[src/rtl/dmem_port_arbiter.sv]
// Shares the single data-memory port between the CPU Memory stage and an external requester.
// The CPU has priority; a saturating wait counter bounds how long the external side can starve.
module dmem_port_arbiter #(
  parameter int ADDR_W   = 32,
  parameter int DATA_W   = 32,
  parameter int MAX_WAIT = 4
) (
  input  logic              clk,
  input  logic              rst,
  input  logic              cpu_req,
  input  logic              cpu_we,
  input  logic [ADDR_W-1:0] cpu_addr,
  input  logic [DATA_W-1:0] cpu_wdata,
  output logic [DATA_W-1:0] cpu_rdata,
  output logic              cpu_stall,
  input  logic              ext_req,
  input  logic              ext_we,
  input  logic [ADDR_W-1:0] ext_addr,
  input  logic [DATA_W-1:0] ext_wdata,
  output logic [DATA_W-1:0] ext_rdata,
  output logic              ext_ack,
  output logic [ADDR_W-1:0] mem_addr,
  output logic [DATA_W-1:0] mem_wdata,
  output logic              mem_we,
  input  logic [DATA_W-1:0] mem_rdata
);

  // A zero MAX_WAIT still needs a one-bit counter so the compare below stays legal.
  localparam int CNT_W = (MAX_WAIT < 1) ? 1 : $clog2(MAX_WAIT + 1);
  localparam logic [CNT_W-1:0] MAX_CNT = CNT_W'(MAX_WAIT);

  typedef enum logic {S_IDLE, S_ACK} state_t;

  state_t           state;
  state_t           stateNext;
  logic [CNT_W-1:0] waitCnt;
  logic             extElig;
  logic             gntExt;
  logic             gntCpu;

  // Handshake: the requester holds ext_req and its fields stable until ext_ack; the access
  // happens in the grant cycle and ext_ack pulses for exactly one cycle right after it.
  always_ff @(posedge clk or posedge rst) begin
    if (rst) state <= S_IDLE;
    else     state <= stateNext;
  end

  always_comb begin
    stateNext = state;
    case (state)
      S_IDLE:  if (gntExt) stateNext = S_ACK;
      S_ACK:   stateNext = S_IDLE;
      default: stateNext = S_IDLE;
    endcase
  end

  always_comb begin
    extElig = ext_req && (state == S_IDLE);
    gntExt  = extElig && (!cpu_req || (waitCnt == MAX_CNT));
    gntCpu  = cpu_req && !gntExt;
    ext_ack = (state == S_ACK);
  end

  // Port mux; with no winner the CPU fields pass through with the write disabled.
  always_comb begin
    mem_addr  = gntExt ? ext_addr  : cpu_addr;
    mem_wdata = gntExt ? ext_wdata : cpu_wdata;
    mem_we    = !rst && (gntExt ? ext_we : (gntCpu && cpu_we));
    cpu_stall = !rst && cpu_req && gntExt;
    cpu_rdata = mem_rdata;
  end

  always_ff @(posedge clk or posedge rst) begin
    if (rst) begin
      waitCnt <= '0;
    end else if (gntExt || !extElig) begin
      waitCnt <= '0;
    end else if (waitCnt != MAX_CNT) begin
      waitCnt <= waitCnt + CNT_W'(1);
    end
  end

  always_ff @(posedge clk or posedge rst) begin
    if (rst)         ext_rdata <= '0;
    else if (gntExt) ext_rdata <= mem_rdata;
  end

endmodule

[config.mk]
export PLATFORM = sky130hd
export DESIGN_NAME = dmem_port_arbiter
export DESIGN_NICKNAME = d
export VERILOG_FILES = /design/src/rtl/dmem_port_arbiter.sv
export SDC_FILE = /design/constraint.sdc
export NUM_CORES = 1
export LEC_CHECK = 0
export BUFFER_PORTS_ARGS = -buffer_cell sky130_fd_sc_hd__buf_2
export CAP_MARGIN = 10
export CORE_AREA = 2 2 115 117
export CTS_CLUSTER_DIAMETER = 100
export DETAILED_ROUTE_END_ITERATION = 7
export DIE_AREA = 0 0 117 119
export GPL_ROUTABILITY_DRIVEN = 0
export MAX_ROUTING_LAYER = met4
export PLACE_DENSITY_LB_ADDON = 0.3
export SETUP_SLACK_MARGIN = 0.3
export SYNTH_ARGS = -nofsm -noshare
export SYNTH_HDL_FRONTEND = slang
export SYNTH_SLANG_ARGS = --single-unit
[constraint.sdc]
create_clock -name clk -period 1.6 [get_ports clk]
set_input_delay 0 -clock clk [delete_from_list [all_inputs] [get_ports clk]]
set_output_delay 0 -clock clk [all_outputs]
set_load 0.03 [all_outputs]
==> impl_metrics.json, run 1 <==
{
  "dr.pass1.iters": 4,
  "final_common_cell": "buf_2",
  "post-place-ws_ns": -0.1331,
  "internal-power_mw": 2.780,
  "outcome": "complete, but fails checks",
  "crit_path_start_kind": "flip-flop",
  "finalCritPeriodShare": 1.217,
  "area_delta_synth_final_pct": 108.8,
  "die_w_microns": 117,
  "seq_area_frac_synth": 0.3536,
  "final_cell_area_sq_um": 5319,
  "p_per_area_nw_per_um2": 815.8,
  "ys_warn_count": 0,
  "cts_sinks": 36,
  "clock_latency_ns": 0.28,
  "failed_checks": "negative setup slack",
  "netlist_area_sq_um": 2547,
  "htreeDepth": 2,
  "cp-end-kind": "output port",
  "fin_setup_tns_ns": -24.91,
  "layout-drive-gt1-share": 0.8454,
  "max_freq_mhz": 513.4,
  "nNetsFinal": 691,
  "route.met3.wl_microns": 555,
  "drtIter0Drc": 44,
  "ys_ff_latch": 36,
  "cap_viol_max_count": 0,
  "wl_microns": 9903,
  "setup_violations": 97,
  "ys_types": 20,
  "grt_pass1_wl_microns": 14020,
  "start_util": 0.1979,
  "placed_cells": 638,
  "wl_met2_microns": 5065,
  "hold_class": "in2reg",
  "die_h_microns": 119,
  "dp_hpwl_microns": 6831,
  "layout_common_cells": "buf_2 (251), mux2_4 (61), buf_6 (42)",
  "grt_max_degree": 37,
  "avgViaCountPerCell": 4.009,
  "remaining_drc_errors": 0,
  "wl_met1_microns": 4218,
  "clkTransAtPathRegs_ns": 0.06,
  "cts_buffer_depth": 2,
  "vdd_ir_drop_max_v": 0.0003785,
  "fillers": 1216,
  "antenna_found_initial": 0,
  "vias": 2806,
  "final_cells": 700,
  "grtUsageTotal": 0.1326,
  "seqPwrFrac": 0.261,
  "drv_slew": 0,
  "netSwitchingPower_mw": 1.560,
  "wire_per_inst_microns": 14.15,
  "gr-total-overflow": 0,
  "diodes": 0,
  "netlist_instances": 196,
  "clock_power_share": 0.259,
  "power_leakage_nw": 2.772,
  "numCtsBuffers": 5,
  "swShare": 0.3594,
  "rsz0062_at_grt": "yes",
  "core_sq_um": 12870,
  "path_class": "reg2out",
  "io_pins": 297,
  "period_needed_ns": 1.948,
  "placementRows": 42,
  "power_mw": 4.339,
  "numPortBuffers": 296,
  "hold_violations": 0,
  "root_buffer": "clkbuf_16",
  "maxUsedRoutingLayer": "met4",
  "arrival_ns": 1.95,
  "finClkSkew_ns": 0.006790,
  "cp_data_required_time_ns": 1.60,
  "post_synth.cell_area_avg_sq_um": 13.00,
  "grt_pass1_vias": 2865,
  "cts_tree": "built",
  "setup_slack_ns": -0.3477,
  "relSlewSlack": 0.6789,
  "antenna_left": 0,
  "worstMarginPinSlew_ns": 0.4817,
  "dpl-instance-area_sq_um": 4076,
  "cp_max_fo": 8,
  "comb_power_share": 0.479,
  "dieArea_sq_um": 13920,
  "synth_fp_nets": 364
}
kinds of logic after synthesis:
| kind of cell | Yosys count | synth area share |
|---|---|---|
| muxes | 96 | 0.4671 |
| buffers and inverters | 46 | 0.1297 |
| DFF | 36 | 0.3536 |
| and+or+nand+nor | 13 | 0.02996 |
| AOI/OAI and AO/OA | 3 | 0.009822 |
| adders and majority gates | 2 | 0.009822 |
through the flow:
step / hold WS (ns) / utilization
after floorplan: -0.04230 / -
after global placement: 0.2154 / 0.3166
after detailed placement: 0.2206 / 0.3166
after CTS: 0.01832 / 0.3990
after global routing: 0.03249 / 0.4131
final: 0.02667 / 0.4131
cells in the mapped netlist:
| library cell | number | area, sq um |
|---|---|---|
| a21boi_2 | 1 | 11.26 |
| a21oi_1 | 1 | 5.000 |
| and4_1 | 1 | 8.760 |
| buf_2 | 6 | 30.03 |
| buf_4 | 32 | 240.2 |
| buf_6 | 4 | 45.04 |
| dfrtp_1 | 36 | 900.9 |
| ha_1 | 2 | 25.02 |
| inv_1 | 4 | 15.01 |
| mux2_2 | 67 | 754.5 |
| mux2_4 | 29 | 435.4 |
| nand2_1 | 3 | 11.26 |
| nand2b_1 | 1 | 6.260 |
| nand3_1 | 1 | 5.000 |
| nor2_1 | 2 | 7.510 |
| nor2_4 | 1 | 11.26 |
| nor2b_1 | 1 | 6.260 |
| nor3_1 | 1 | 5.000 |
| nor3b_1 | 2 | 15.01 |
| o32ai_1 | 1 | 8.760 |
registers in the layout (all words and copies together), names as in the netlist:
register / flops
waitCnt: 3
ext_rdata: 32
ext_ack: 1
cell type report:
type	instances	area, sq um	area share
Multi-Input combinational cell	114	1474	0.2771
Tap cell	176	220.2	0.04140
Clock buffer	5	125.1	0.02352
Clock inverter	3	46.29	0.008704
Sequential cell	36	902.1	0.1696
Inverter	4	18.77	0.003529
Timing Repair Buffer	362	2532	0.4761
final timing paths:
| check | start | to | slack (ns) | cells past startpoint |
|---|---|---|---|---|
| min reg2reg | ext_rdata[3]$_DFFE_PP0P_ | ext_rdata[3]$_DFFE_PP0P_ | 0.50 | 1 |
| max | waitCnt[1]$_DFFE_PP0P_ | mem_addr[17] | -0.35 | 9 |
| min in group asynchronous | rst | waitCnt[1]$_DFFE_PP0P_ | 0.44 | 4 |
| max reg2reg | waitCnt[1]$_DFFE_PP0P_ | ext_rdata[30]$_DFFE_PP0P_ | -0.27 | 10 |
| max in group asynchronous | rst | ext_rdata[10]$_DFFE_PP0P_ | 0.81 | 4 |
| min | cpu_req | waitCnt[1]$_DFFE_PP0P_ | 0.03 | 2 |
timing repair:
item / CTS / global route
hold buffers: 33 / 0
gates resized for setup: 104 / 31
buffers inserted: 9 / 5
pin swaps: 4 / 4
gates cloned: 6 / 1
setup endpoints to repair: 98 / 100
endpoints found under the hold margin: 68 / 0
worst max-delay path, stage by stage (launching register included):
cell and delay (ns):
dfrtp_1 0.38, inv_1 0.06, ha_2 0.20, a21boi_4 0.07, nor2_4 0.10, buf_6 0.12, buf_12 0.14, buf_16 0.14
mux2_4 0.31, buf_6 0.14
per-layer routing:
layer	vias to the layer above	track usage
met5	-	-
met4	0	0.02868
met3	4	0.01730
met2	137	0.2272
met1	1348	0.1661
li1	1317	-
power groups by stage:
stage                     logic [mW]  clock network (mW)  registers [mW]
after CTS                       2.02                1.19            1.13
after floorplan                0.876                   0            1.45
final                           2.08                1.13            1.13
after detailed placement        1.72                   0            1.15
after global routing            2.19                1.22            1.15
after global placement          1.70                   0            1.14
Note: power is estimated with default switching activity, not from simulation.
==> inputs of run 2 (changes only) <==
--- a/config.mk
+++ b/config.mk
@@ -5,12 +5,13 @@
 export SDC_FILE = /design/constraint.sdc
 export NUM_CORES = 1
 export LEC_CHECK = 0
+export ABC_AREA = 1
 export BUFFER_PORTS_ARGS = -buffer_cell sky130_fd_sc_hd__buf_2
 export CAP_MARGIN = 10
-export CORE_AREA = 2 2 115 117
+export CORE_AREA = 2 2 116 118
 export CTS_CLUSTER_DIAMETER = 100
 export DETAILED_ROUTE_END_ITERATION = 7
-export DIE_AREA = 0 0 117 119
+export DIE_AREA = 0 0 118 120
 export GPL_ROUTABILITY_DRIVEN = 0
 export MAX_ROUTING_LAYER = met4
 export PLACE_DENSITY_LB_ADDON = 0.3
==> impl_metrics.json, run 2 <==
{
  "outcome": "complete, but fails checks",
  "failed_checks": "negative setup slack",
  "rsz0062_at_grt": "yes",
  "drtIter0Drc": 153,
  "final_cell_area_sq_um": 5732,
  "die_w_microns": 118,
  "grt_use_met1": 0.1989,
  "fin_setup_tns_ns": -8.103,
  "hold_class": "in2reg",
  "dpl-instance-area_sq_um": 4177,
  "ys_types": 15,
  "cts_buffer_depth": 2,
  "netlist_instances": 402,
  "seq_area_frac_synth": 0.3607,
  "largest-register": "ext_rdata",
  "vdd_ir_drop_max_v": 0.0004110,
  "hold_violations": 0,
  "clock_latency_ns": 0.28,
  "worstMarginPinSlew_ns": 0.6804,
  "diodes": 0,
  "io_pins": 297,
  "largest_register_ffs": 32,
  "synth_fp_nets": 570,
  "met2_usage": 0.2867,
  "synth_largest_area_cell": "nand2_1",
  "dp_hpwl_microns": 7339,
  "cap_viol_max_count": 0,
  "grtUsageTotal": 0.1665,
  "wire_per_inst_microns": 13.99,
  "grt_max_degree": 28,
  "yosys.area_share.adder": 0.01002,
  "max_freq_mhz": 563.3,
  "critPathTopFamily": "buffers and inverters",
  "remaining_drc_errors": 0,
  "async_reset_ff_frac": 1.000,
  "power_leakage_nw": 3.300,
  "layout_common_cells": "buf_2 (230), nand2_1 (185), nand2_2 (79)",
  "grt_pass1_vias": 3535,
  "nNetsFinal": 888,
  "layout-drive-gt1-share": 0.6227,
  "cts_sinks": 36,
  "setup_slack_ns": -0.1751,
  "gr-total-overflow": 0,
  "numPortBuffers": 296,
  "htreeDepth": 2,
  "placementRows": 42,
  "critical_path_buf_inv_count": 5,
  "ys_warn_count": 0,
  "synth_top_family_by_area": "simple AND/OR/NAND/NOR gates",
  "cts_tree": "built",
  "netlist_area_sq_um": 2497,
  "setup_violations": 70,
  "holdWs_ns": 0.06775,
  "final_common_cell": "buf_2",
  "antenna_found_initial": 0,
  "root_buffer": "clkbuf_16",
  "cp_data_required_time_ns": 1.60,
  "synth.area.mux_share": 0,
  "numCtsBuffers": 5,
  "vias": 3641,
  "ys.flop_type": "dfrtp_1",
  "synth_top_area_share": 0.4389,
  "power_mw": 4.223,
  "placed_cells": 828,
  "ys_ff_latch": 36,
  "dr.pass1.iters": 4,
  "finish.utilization": 0.4416,
  "startpoint": "waitCnt[1]$_DFFE_PP0P_",
  "synth_edf_count": 0,
  "r2r_start": "waitCnt[1]$_DFFE_PP0P_",
  "use_met3": 0.03850,
  "synthXorXnorAreaFrac": 0.003507,
  "grt.busiest_layer": "met2",
  "synth_compound_area_frac": 0.002004,
  "crit_path_start_kind": "flip-flop",
  "post_synth.cell_area_avg_sq_um": 6.212,
  "cp-end-kind": "output port",
  "max_stage_delay_ns": 0.37,
  "cp_max_fo": 7,
  "cpMostUsedCell": "nand2_2",
  "clkTransAtPathRegs_ns": 0.06,
  "cp_cell_sequence": "inv_1 -> ha_2 -> nand2_2 -> nand2_4 -> nand2_8 -> inv_12 -> buf_12 -> clkbuf_16 -> nand2_1 -> nand2_2 -> buf_6",
  "post-place-ws_ns": -0.003686,
  "core_sq_um": 12980,
  "finalCritPeriodShare": 1.109,
  "start_util": 0.1924,
  "p_per_area_nw_per_um2": 736.8,
  "synthTopCellsByArea": "nand2_1 (44%), dfrtp_1 (36%), buf_4 (9.6%)",
  "avgViaCountPerCell": 4.059,
  "slowest_stage": "dfrtp_1",
  "path_class": "reg2out",
  "period_needed_ns": 1.775,
  "relSlewSlack": 0.5449,
  "final_cells": 897,
  "grt_pass1_wl_microns": 18110,
  "netlist_top_cells_count": "nand2_1 (292), dfrtp_1 (36), buf_4 (32)",
  "antenna_left": 0,
  "dieArea_sq_um": 14160,
  "die_h_microns": 120,
  "area_delta_synth_final_pct": 129.5,
  "drv_slew": 0,
  "finClkSkew_ns": 0.006169,
  "hp-start": "cpu_req",
  "synth_most_common_cell": "nand2_1",
  "synth_simple_gate_area_frac": 0.4619,
  "arrival_ns": 1.78,
  "wl_microns": 12550
}
==> run 2: logic make-up after synthesis <==
kind of cell / count (synthesis)
fa+ha+maj: 2
simple gates: 302
buf+inv: 60
flops: 36
xor+xnor: 1
compound gates: 1
==> run 2: path summary, 6_finish.rpt <==
kind / endpoint / slack (ns) / depth (start not counted)
worst max-delay path: mem_addr[15] / -0.18 / 11
worst min-delay path: waitCnt[2]$_DFFE_PP0P_ / 0.07 / 3
worst max register to register: ext_rdata[14]$_DFFE_PP0P_ / -0.05 / 12
worst min register to register: ext_rdata[31]$_DFFE_PP0P_ / 0.47 / 2
max in group asynchronous: ext_rdata[27]$_DFFE_PP0P_ / 0.74 / 3
min in group asynchronous: waitCnt[2]$_DFFE_PP0P_ / 0.41 / 4
==> run 2: cell type report <==
type	count	area (sq um)
clock buffers	7	132.6
clock inverters	1	8.758
fillers	1317	7248
inverters	8	46.29
multi-input cells	306	1619
flip-flops and latches	36	900.9
well taps	176	220.2
repair buffers	363	2804
==> run 2: tightest hold or removal path, cell delays in order <==
cell and delay, ns:
buf_2 0.14, nand3_1 0.13, nor2_1 0.05
==> run 2: what timing repair did <==
item	4_1_cts	5_1_grt
gates resized for setup	139	50
hold buffers	34	0
gates cloned	10	4
hold endpoints to repair	46	0
endpoints found under the setup margin	98	98
setup buffers	11	2
pin swaps	2	6
==> run 2: report_power, final <==
| part | leakage (nW) | switching (mW) | internal, mW |
|---|---|---|---|
| logic | 2.78 | 1.26 | 0.888 |
| registers | 0.451 | 0.0604 | 1.04 |
| clock network | 0.0681 | 0.393 | 0.582 |
==> run 2: metal layers <==
layer,wire [microns],vias up
met1,4989,1641
met2,6388,172
met4,234,0
li1,-,1805
met3,940,23
met5,0,-
